File: src/rtl/dmem_arbiter.sv
// dmem_arbiter: CPU / debug-port arbiter onto a 1W/1R data memory.
// Define DMEM_ARB_RR_EN for round-robin arbitration; default is fixed CPU priority.
module dmem_arbiter #(
  parameter int ADDR_W = 8,
  parameter int DATA_W = 16
) (
  input  logic              clk,
  input  logic              rst,
  input  logic              cpu_req,
  input  logic              cpu_we,
  input  logic [ADDR_W-1:0] cpu_addr,
  input  logic [DATA_W-1:0] cpu_wdata,
  output logic              cpu_ack,
  output logic [DATA_W-1:0] cpu_rdata,
  input  logic              dbg_req,
  input  logic              dbg_we,
  input  logic [ADDR_W-1:0] dbg_addr,
  input  logic [DATA_W-1:0] dbg_wdata,
  output logic              dbg_ack,
  output logic [DATA_W-1:0] dbg_rdata,
  output logic              mem_cea,
  output logic [ADDR_W-1:0] mem_ada,
  output logic [DATA_W-1:0] mem_din,
  output logic              mem_ceb,
  output logic [ADDR_W-1:0] mem_adb,
  input  logic [DATA_W-1:0] mem_dout,
  output logic              mem_oce,
  output logic              mem_rst
);

  typedef enum logic {
    S_IDLE,
    S_ACK
  } state_t;

  state_t            r_state;
  logic              r_cpu_ack;
  logic              r_dbg_ack;
  logic              r_win_rd;
  logic [DATA_W-1:0] r_cpu_rdata;
  logic [DATA_W-1:0] r_dbg_rdata;

  logic              w_grant;
  logic              w_sel_dbg;
  logic              w_we;
  logic [ADDR_W-1:0] w_addr;
  logic [DATA_W-1:0] w_wdata;

`ifdef DMEM_ARB_RR_EN
  logic r_last_dbg;

  // On a tie the requester that did not win last time goes first
  assign w_sel_dbg = (cpu_req & dbg_req) ? ~r_last_dbg : dbg_req;

  always_ff @(posedge clk or posedge rst) begin
    if (rst) begin
      r_last_dbg <= 1'b1;
    end else if (w_grant) begin
      r_last_dbg <= w_sel_dbg;
    end
  end
`else
  assign w_sel_dbg = ~cpu_req;
`endif

  assign w_grant = (r_state == S_IDLE) & (cpu_req | dbg_req) & ~rst;

  assign w_we    = w_sel_dbg ? dbg_we    : cpu_we;
  assign w_addr  = w_sel_dbg ? dbg_addr  : cpu_addr;
  assign w_wdata = w_sel_dbg ? dbg_wdata : cpu_wdata;

  assign mem_cea = w_grant & w_we;
  assign mem_ceb = w_grant & ~w_we;
  assign mem_ada = mem_cea ? w_addr  : '0;
  assign mem_din = mem_cea ? w_wdata : '0;
  assign mem_adb = mem_ceb ? w_addr  : '0;
  assign mem_oce = 1'b1;
  assign mem_rst = rst;

  always_ff @(posedge clk or posedge rst) begin
    if (rst) begin
      r_state   <= S_IDLE;
      r_cpu_ack <= 1'b0;
      r_dbg_ack <= 1'b0;
      r_win_rd  <= 1'b0;
    end else begin
      unique case (r_state)
        S_IDLE: begin
          if (w_grant) begin
            r_state   <= S_ACK;
            r_cpu_ack <= ~w_sel_dbg;
            r_dbg_ack <= w_sel_dbg;
            r_win_rd  <= ~w_we;
          end
        end
        S_ACK: begin
          r_state   <= S_IDLE;
          r_cpu_ack <= 1'b0;
          r_dbg_ack <= 1'b0;
          r_win_rd  <= 1'b0;
        end
        default: r_state <= S_IDLE;
      endcase
    end
  end

  // Read data bypasses mem_dout in the ack cycle, then is held
  always_ff @(posedge clk or posedge rst) begin
    if (rst) begin
      r_cpu_rdata <= '0;
      r_dbg_rdata <= '0;
    end else begin
      if (r_cpu_ack & r_win_rd) r_cpu_rdata <= mem_dout;
      if (r_dbg_ack & r_win_rd) r_dbg_rdata <= mem_dout;
    end
  end

  assign cpu_ack   = r_cpu_ack;
  assign dbg_ack   = r_dbg_ack;
  assign cpu_rdata = (r_cpu_ack & r_win_rd) ? mem_dout : r_cpu_rdata;
  assign dbg_rdata = (r_dbg_ack & r_win_rd) ? mem_dout : r_dbg_rdata;

endmodule

File: config.mk
export PLATFORM = sky130hd
export DESIGN_NAME = dmem_arbiter
export DESIGN_NICKNAME = d
export VERILOG_FILES = /design/src/rtl/dmem_arbiter.sv
export SDC_FILE = /design/constraint.sdc
export NUM_CORES = 1
export LEC_CHECK = 0
export CORE_UTILIZATION = 38
export CTS_BUF_LIST = sky130_fd_sc_hd__clkbuf_4
export DETAILED_ROUTE_END_ITERATION = 10
export PLACE_DENSITY = 0.86
export REMOVE_ABC_BUFFERS = 1
export SYNTH_ARGS = -nofsm -noshare
export SYNTH_HDL_FRONTEND = slang
export SYNTH_SLANG_ARGS = --single-unit
File: constraint.sdc
create_clock -name clk -period 4.2 [get_ports clk]
set_clock_uncertainty 0.15 [all_clocks]
set_input_delay 1.05 -clock clk [delete_from_list [all_inputs] [get_ports clk]]
set_output_delay 1.05 -clock clk [all_outputs]
set_load 0.03 [all_outputs]
==> summary.txt, run 1 <==
Switching Fraction = 39.59%
Vias per cell = 4.648
Fin area = 3405 um2
P per Cell Area = 510.1 nW/um2
CP Launch Point = cpu_req
H-tree levels = 2
Ys Warns = 0
RR Startpoint = dbg_ack
Total power = 1.737 mW
Port bufs = 138
Worst path arrival time = 2.94 ns
Final ANT Viol Nets = 0
CTS sink cnt = 36
Synth top area cells = dfrtp_1, mux2_2, mux2i_1
Inserted Diodes = 0
Initial core utilization = 39.44%
Final hold violation count = 0
Dpl cells = 361
Max FO, Critical Path = 8
DIE HEIGHT = 72.02 um
Chip width = 72.02 um
Min-delay src = r_dbg_rdata[5]
Worst EP required = 3.00 ns
Mapped Area = 1863 um2
Tcrit/Tclk final = 98.49%
Residual DRC = 0
Sw Pwr = 0.6876 mW
Synth top area share = 48.35%
GRT overflow = 0
Worst reg-to-reg setup slack = 2.78 ns
GPL Wtd Cong = 0.7979
CTS clk-pin slew, worst paths = 0.10 ns
HP Class = flop to flop
Status = complete, no violations
Number of buffers created by CTS = 5
Lkg Pwr = 1.635 nW
Clock buffer depth = 2
R2R cell count = 2
Num rows = 25
Drt pass-1 iters = 4
I/O Pins = 140
Worst Setup EP = mem_din[11]
Share of cells above drive strength 1 = 18.87%
Cells after synthesis = 155
Peak supply drop = 204.7 uV
Clk root buf = clkbuf_4
Final #Nets = 371
Via count = 1715
Final Critical Period = 4.136 ns
MaxCap Viol Count = 0
Critical Path Sink Type = output pin
WL/cell = 14.08 um
Post-synth top area cell = dfrtp_1
Comb power frac = 58.9%
Postcts setup bufs = 0
Final setup vio count = 0
Area grow syn2layout = 82.74%
CP Cell Sequence = clkdlybuf4s50_1 > buf_4 > buf_4 > mux2i_1 > nor2_1 > clkdlybuf4s50_1
RR Endpoint = r_dbg_rdata[9]
Vias in the first global route = 1682
Top-count cell post-synth = dfrtp_1
Share of the yosys chip area belonging to registers = 48.35%
CTS tree = done
Antenna violations before repair = 0
CORE AREA = 4723 um2
DP Area = 3321 um2
Post-synth ARST share = 100.0%
Slowest cell on the critical path = clkdlybuf4s50_1
Worst path depth = 6
EDFF count, synth = 0
Count of buffer and inverter cells on the critical path = 4
Routed wire length = 5.195 mm
Crit Path Category = input pin to output pin
First-pass GRT wire length = 7.817 mm
Final Max Slew Viols = 0
Average cell area after synthesis = 12.02 um2
Crit path largest cell delay = 0.61 ns
Top cells by count, synth = dfrtp_1, nor2_1, mux2_2
Fillers = 343
#FFs+latches synth = 36
DR iter-0 viols = 51
Internal = 1.049 mW
Startpoint Class = input pin
GRT Total Usage = 19.88%
Clock insertion delay at the later pin of the skew report = 0.31 ns
Clock power share = 10.2%
Layout Utilization = 72.08%
Cell family with most CP delay = buffers and inverters
Fmax = 241.8 MHz
Synth cell types = 22
Reg power frac = 31.0%
DP Wirelength = 4.279 mm
Synth Flop Type = dfrtp_1
Post-Layout Cell Count = 369
Total negative setup slack = 0 ns
Largest net degree at the start of global routing = 37
Die ar. = 5187 um2
[cells by family (layout without fill, tap and decap cells)]
family	after synthesis	in the layout	share of synthesized area, %
mux	57	57	32.77
buf+inv	12	159	5.440
compound gates	5	5	2.283
simple gates	44	44	10.95
flops	36	36	48.35
other cells	1	1	0.2013
[worst min path at each step]
stage,end,slack [ns],cells past startpoint
after floorplan,cpu_ack,0.37,1
after global placement,r_cpu_rdata[8],0.33,1
after detailed placement,r_cpu_rdata[2],0.33,1
after CTS,r_cpu_rdata[2],0.36,1
after global routing,r_cpu_rdata[3],0.36,1
final,r_dbg_rdata[5],0.35,1
[cell usage in the layout (no fill, tap or decap), types with 2 or more instances in the layout]
| cell type | n |
|---|---|
| mux2_2 | 32 |
| clkbuf_4 | 7 |
| buf_4 | 11 |
| nor2_1 | 33 |
| nand2_2 | 2 |
| dlymetal6s2s_1 | 11 |
| clkdlybuf4s50_1 | 125 |
| dfrtp_1 | 36 |
| mux2i_1 | 25 |
| inv_1 | 3 |
| nand2b_1 | 2 |
[layout make-up]
cell class / instances / area, um2 / area share [%]
inverters: 3 / 11.26 / 0.3308
multi-input cells: 107 / 860.8 / 25.28
well taps: 67 / 83.83 / 2.462
clock buffers: 7 / 52.55 / 1.544
clock inverters: 1 / 3.754 / 0.1103
repair buffers: 148 / 1491 / 43.81
flip-flops and latches: 36 / 900.9 / 26.46
[power groups by stage]
stage / logic [mW] / clock network [mW] / registers [mW]
6_report: 1.02 / 0.176 / 0.538
4_1_cts: 1.03 / 0.186 / 0.538
3_3_place_gp: 1.01 / 0 / 0.536
2_1_floorplan: 0.586 / 0 / 0.536
3_5_place_dp: 1.03 / 0 / 0.546
5_1_grt: 1.08 / 0.202 / 0.553
[repair_timing]
| item | 4_1_cts | 5_1_grt |
|---|---|---|
| gates resized for setup | 0 | 11 |
| endpoints found under the setup margin | 0 | 11 |
| hold buffers | 0 | 0 |
[through the flow]
| stage | setup WS, ns | hold slack, ns |
|---|---|---|
| floorplan | 1.111 | 0.3734 |
| global placement | 0.08923 | 0.3264 |
| detailed placement | 0.05425 | 0.3336 |
| CTS | 0.04369 | 0.3559 |
| global route | -0.01717 | 0.3646 |
| finish | 0.06356 | 0.3521 |
[registers in the layout, indices dropped and copies added (netlist names)]
name / count
r_win_rd: 1
cpu_ack: 1
r_dbg_rdata: 16
r_cpu_rdata: 16
r_state: 1
dbg_ack: 1
[layer usage]
layer | track usage [%] | part of all wire (%) | vias up
li1 | - | - | 816
met1 | 20.84 | 37 | 798
met2 | 37.32 | 54 | 97
met3 | 7.083 | 9.0 | 4
met4 | 5.664 | 0.46 | 0
met5 | 0 | 0 | -
No activity file was read; power rests on OpenSTA's default activity.
==> inputs of run 2 (changes only) <==
Settings changed: CELL_PAD_IN_SITES_DETAIL_PLACEMENT set to 0, CELL_PAD_IN_SITES_GLOBAL_PLACEMENT set to 2, CORE_UTILIZATION 38 to 21, PLACE_DENSITY 0.86 to 0.85.
==> summary.txt, run 2 (synthesis results as in run 1) <==
Status = complete, no violations
Top flop regs = r_cpu_rdata x16, r_dbg_rdata x16
First-pass GRT wire length = 8.556 mm
CP Cell Sequence = clkdlybuf4s50_1 > nor3b_1 > o21ai_2 > buf_12 > nor2_1 > clkdlybuf4s50_1
Worst Tran Pin Value = 0.7573 ns
WL/cell = 13.76 um
CORE AREA = 8382 um2
Max FO, Critical Path = 9
Final Critical Period = 4.071 ns
DIE HEIGHT = 96.19 um
Antenna violations before repair = 0
Most frequent cells in the layout = clkdlybuf4s50_1, dfrtp_1, nor2_1
Hold buffers post-CTS = 0
Slowest cell on the critical path = clkdlybuf4s50_1
Initial core utilization = 22.23%
Total negative setup slack = 0 ns
Fmax = 245.7 MHz
H-tree levels = 2
Fin area = 3425 um2
Worst EP required = 3.00 ns
Vias per cell = 4.220
Critical Path Sink Type = output pin
Commonest non-fill, non-tap cell in the layout = clkdlybuf4s50_1
Final setup vio count = 0
Num rows = 33
MaxCap Viol Count = 0
Drt pass-1 iters = 4
Lkg Pwr = 1.519 nW
Residual DRC = 0
Crit Path Category = input pin to output pin
Final #Nets = 368
DP Area = 3356 um2
Slew headroom = 49.46%
DR iter-0 viols = 28
Share of cells above drive strength 1 = 18.39%
RSZ-0062 raised after global routing = false
Clock buffer depth = 2
GPL Wtd Cong = 0.7188
CTS clk-pin slew, worst paths = 0.10 ns
Area grow syn2layout = 83.81%
Inserted Diodes = 0
Worst path arrival time = 2.87 ns
DP Wirelength = 4.357 mm
HP Class = flop to flop
Via count = 1705
Crit path largest cell delay = 0.68 ns
CTS sink cnt = 36
Clock insertion delay at the later pin of the skew report = 0.33 ns
Fillers = 839
Final Max Slew Viols = 0
Final ANT Viol Nets = 0
Largest net degree at the start of global routing = 26
Layout Utilization = 40.86%
Peak supply drop = 154.9 uV
GRT overflow = 0
Hold WS = 0.3562 ns
Cell repeated most along the worst path = clkdlybuf4s50_1
Port bufs = 138
Final hold violation count = 0
GRT Total Usage = 12.14%
Die ar. = 9253 um2
Number of buffers created by CTS = 5
Startpoint Class = input pin
Clk root buf = clkbuf_4
I/O Pins = 140
P per Cell Area = 508.7 nW/um2
Chip width = 96.19 um
Vias in the first global route = 1833
Routed wire length = 5.559 mm
Tcrit/Tclk final = 96.92%
CTS tree = done
==> run 2: stage by stage <==
step / instances / setup WS, ns / total power [mW]
5_1_grt: 404 / 0.007740 / 1.843
3_5_place_dp: 396 / 0.1329 / 1.575
3_3_place_gp: 396 / 0.1210 / 1.560
2_1_floorplan: 146 / 1.111 / 1.122
4_1_cts: 404 / 0.1056 / 1.770
6_report: 404 / 0.1292 / 1.742
==> run 2: area by class of cell <==
class | count | area (um2) | share of cell area, %
sequential | 36 | 900.9 | 26.31
inverter | 3 | 11.26 | 0.3288
timing repair buffer | 145 | 1464 | 42.75
clock inverter | 2 | 11.26 | 0.3288
tap | 105 | 131.4 | 3.836
multi-input combinational | 107 | 860.8 | 25.14
clock buffer | 6 | 45.04 | 1.315
==> run 2: what timing repair did <==
item | 4_1_cts | 5_1_grt
resized for setup | 0 | 5
buffers inserted | 0 | 0
setup endpoints to repair | 0 | 5
==> run 2: final timing paths <==
| check | startpoint | end | slack, ns | cells after the start |
|---|---|---|---|---|
| worst max-delay path | cpu_req | mem_adb[2] | 0.13 | 6 |
| worst min-delay path | r_dbg_rdata[3] | r_dbg_rdata[3] | 0.36 | 1 |
| worst max register to register | dbg_ack | r_dbg_rdata[6] | 2.71 | 2 |
| worst min register to register | r_dbg_rdata[3] | r_dbg_rdata[3] | 0.36 | 1 |
| max in group asynchronous | rst | r_dbg_rdata[3] | 1.96 | 4 |
| min in group asynchronous | rst | dbg_ack | 1.22 | 3 |
==> run 2: where the power goes <==
part,switching (mW),leakage [nW],total (mW),internal [mW]
clock network,0.116,0.0293,0.186,0.0703
logic,0.547,1.07,1.02,0.473
registers,0.0382,0.424,0.536,0.498
total,0.701,1.52,1.74,1.04
==> run 2: critical path, delay by kind of cell <==
family,cells,cell delay (ns)
AOI/OAI and AO/OA,1,0.11
buffers and inverters,3,1.33
and+or+nand+nor,2,0.38
==> run 2: metal layers <==
layer	part of all wire [%]	wire length [um]	GRT usage, %	up-vias
met5	0	0	0	-
li1	-	-	-	812
met2	49	2719	21.45	103
met4	0.65	36	2.612	0
met1	38	2107	13.26	783
met3	13	696	5.529	7
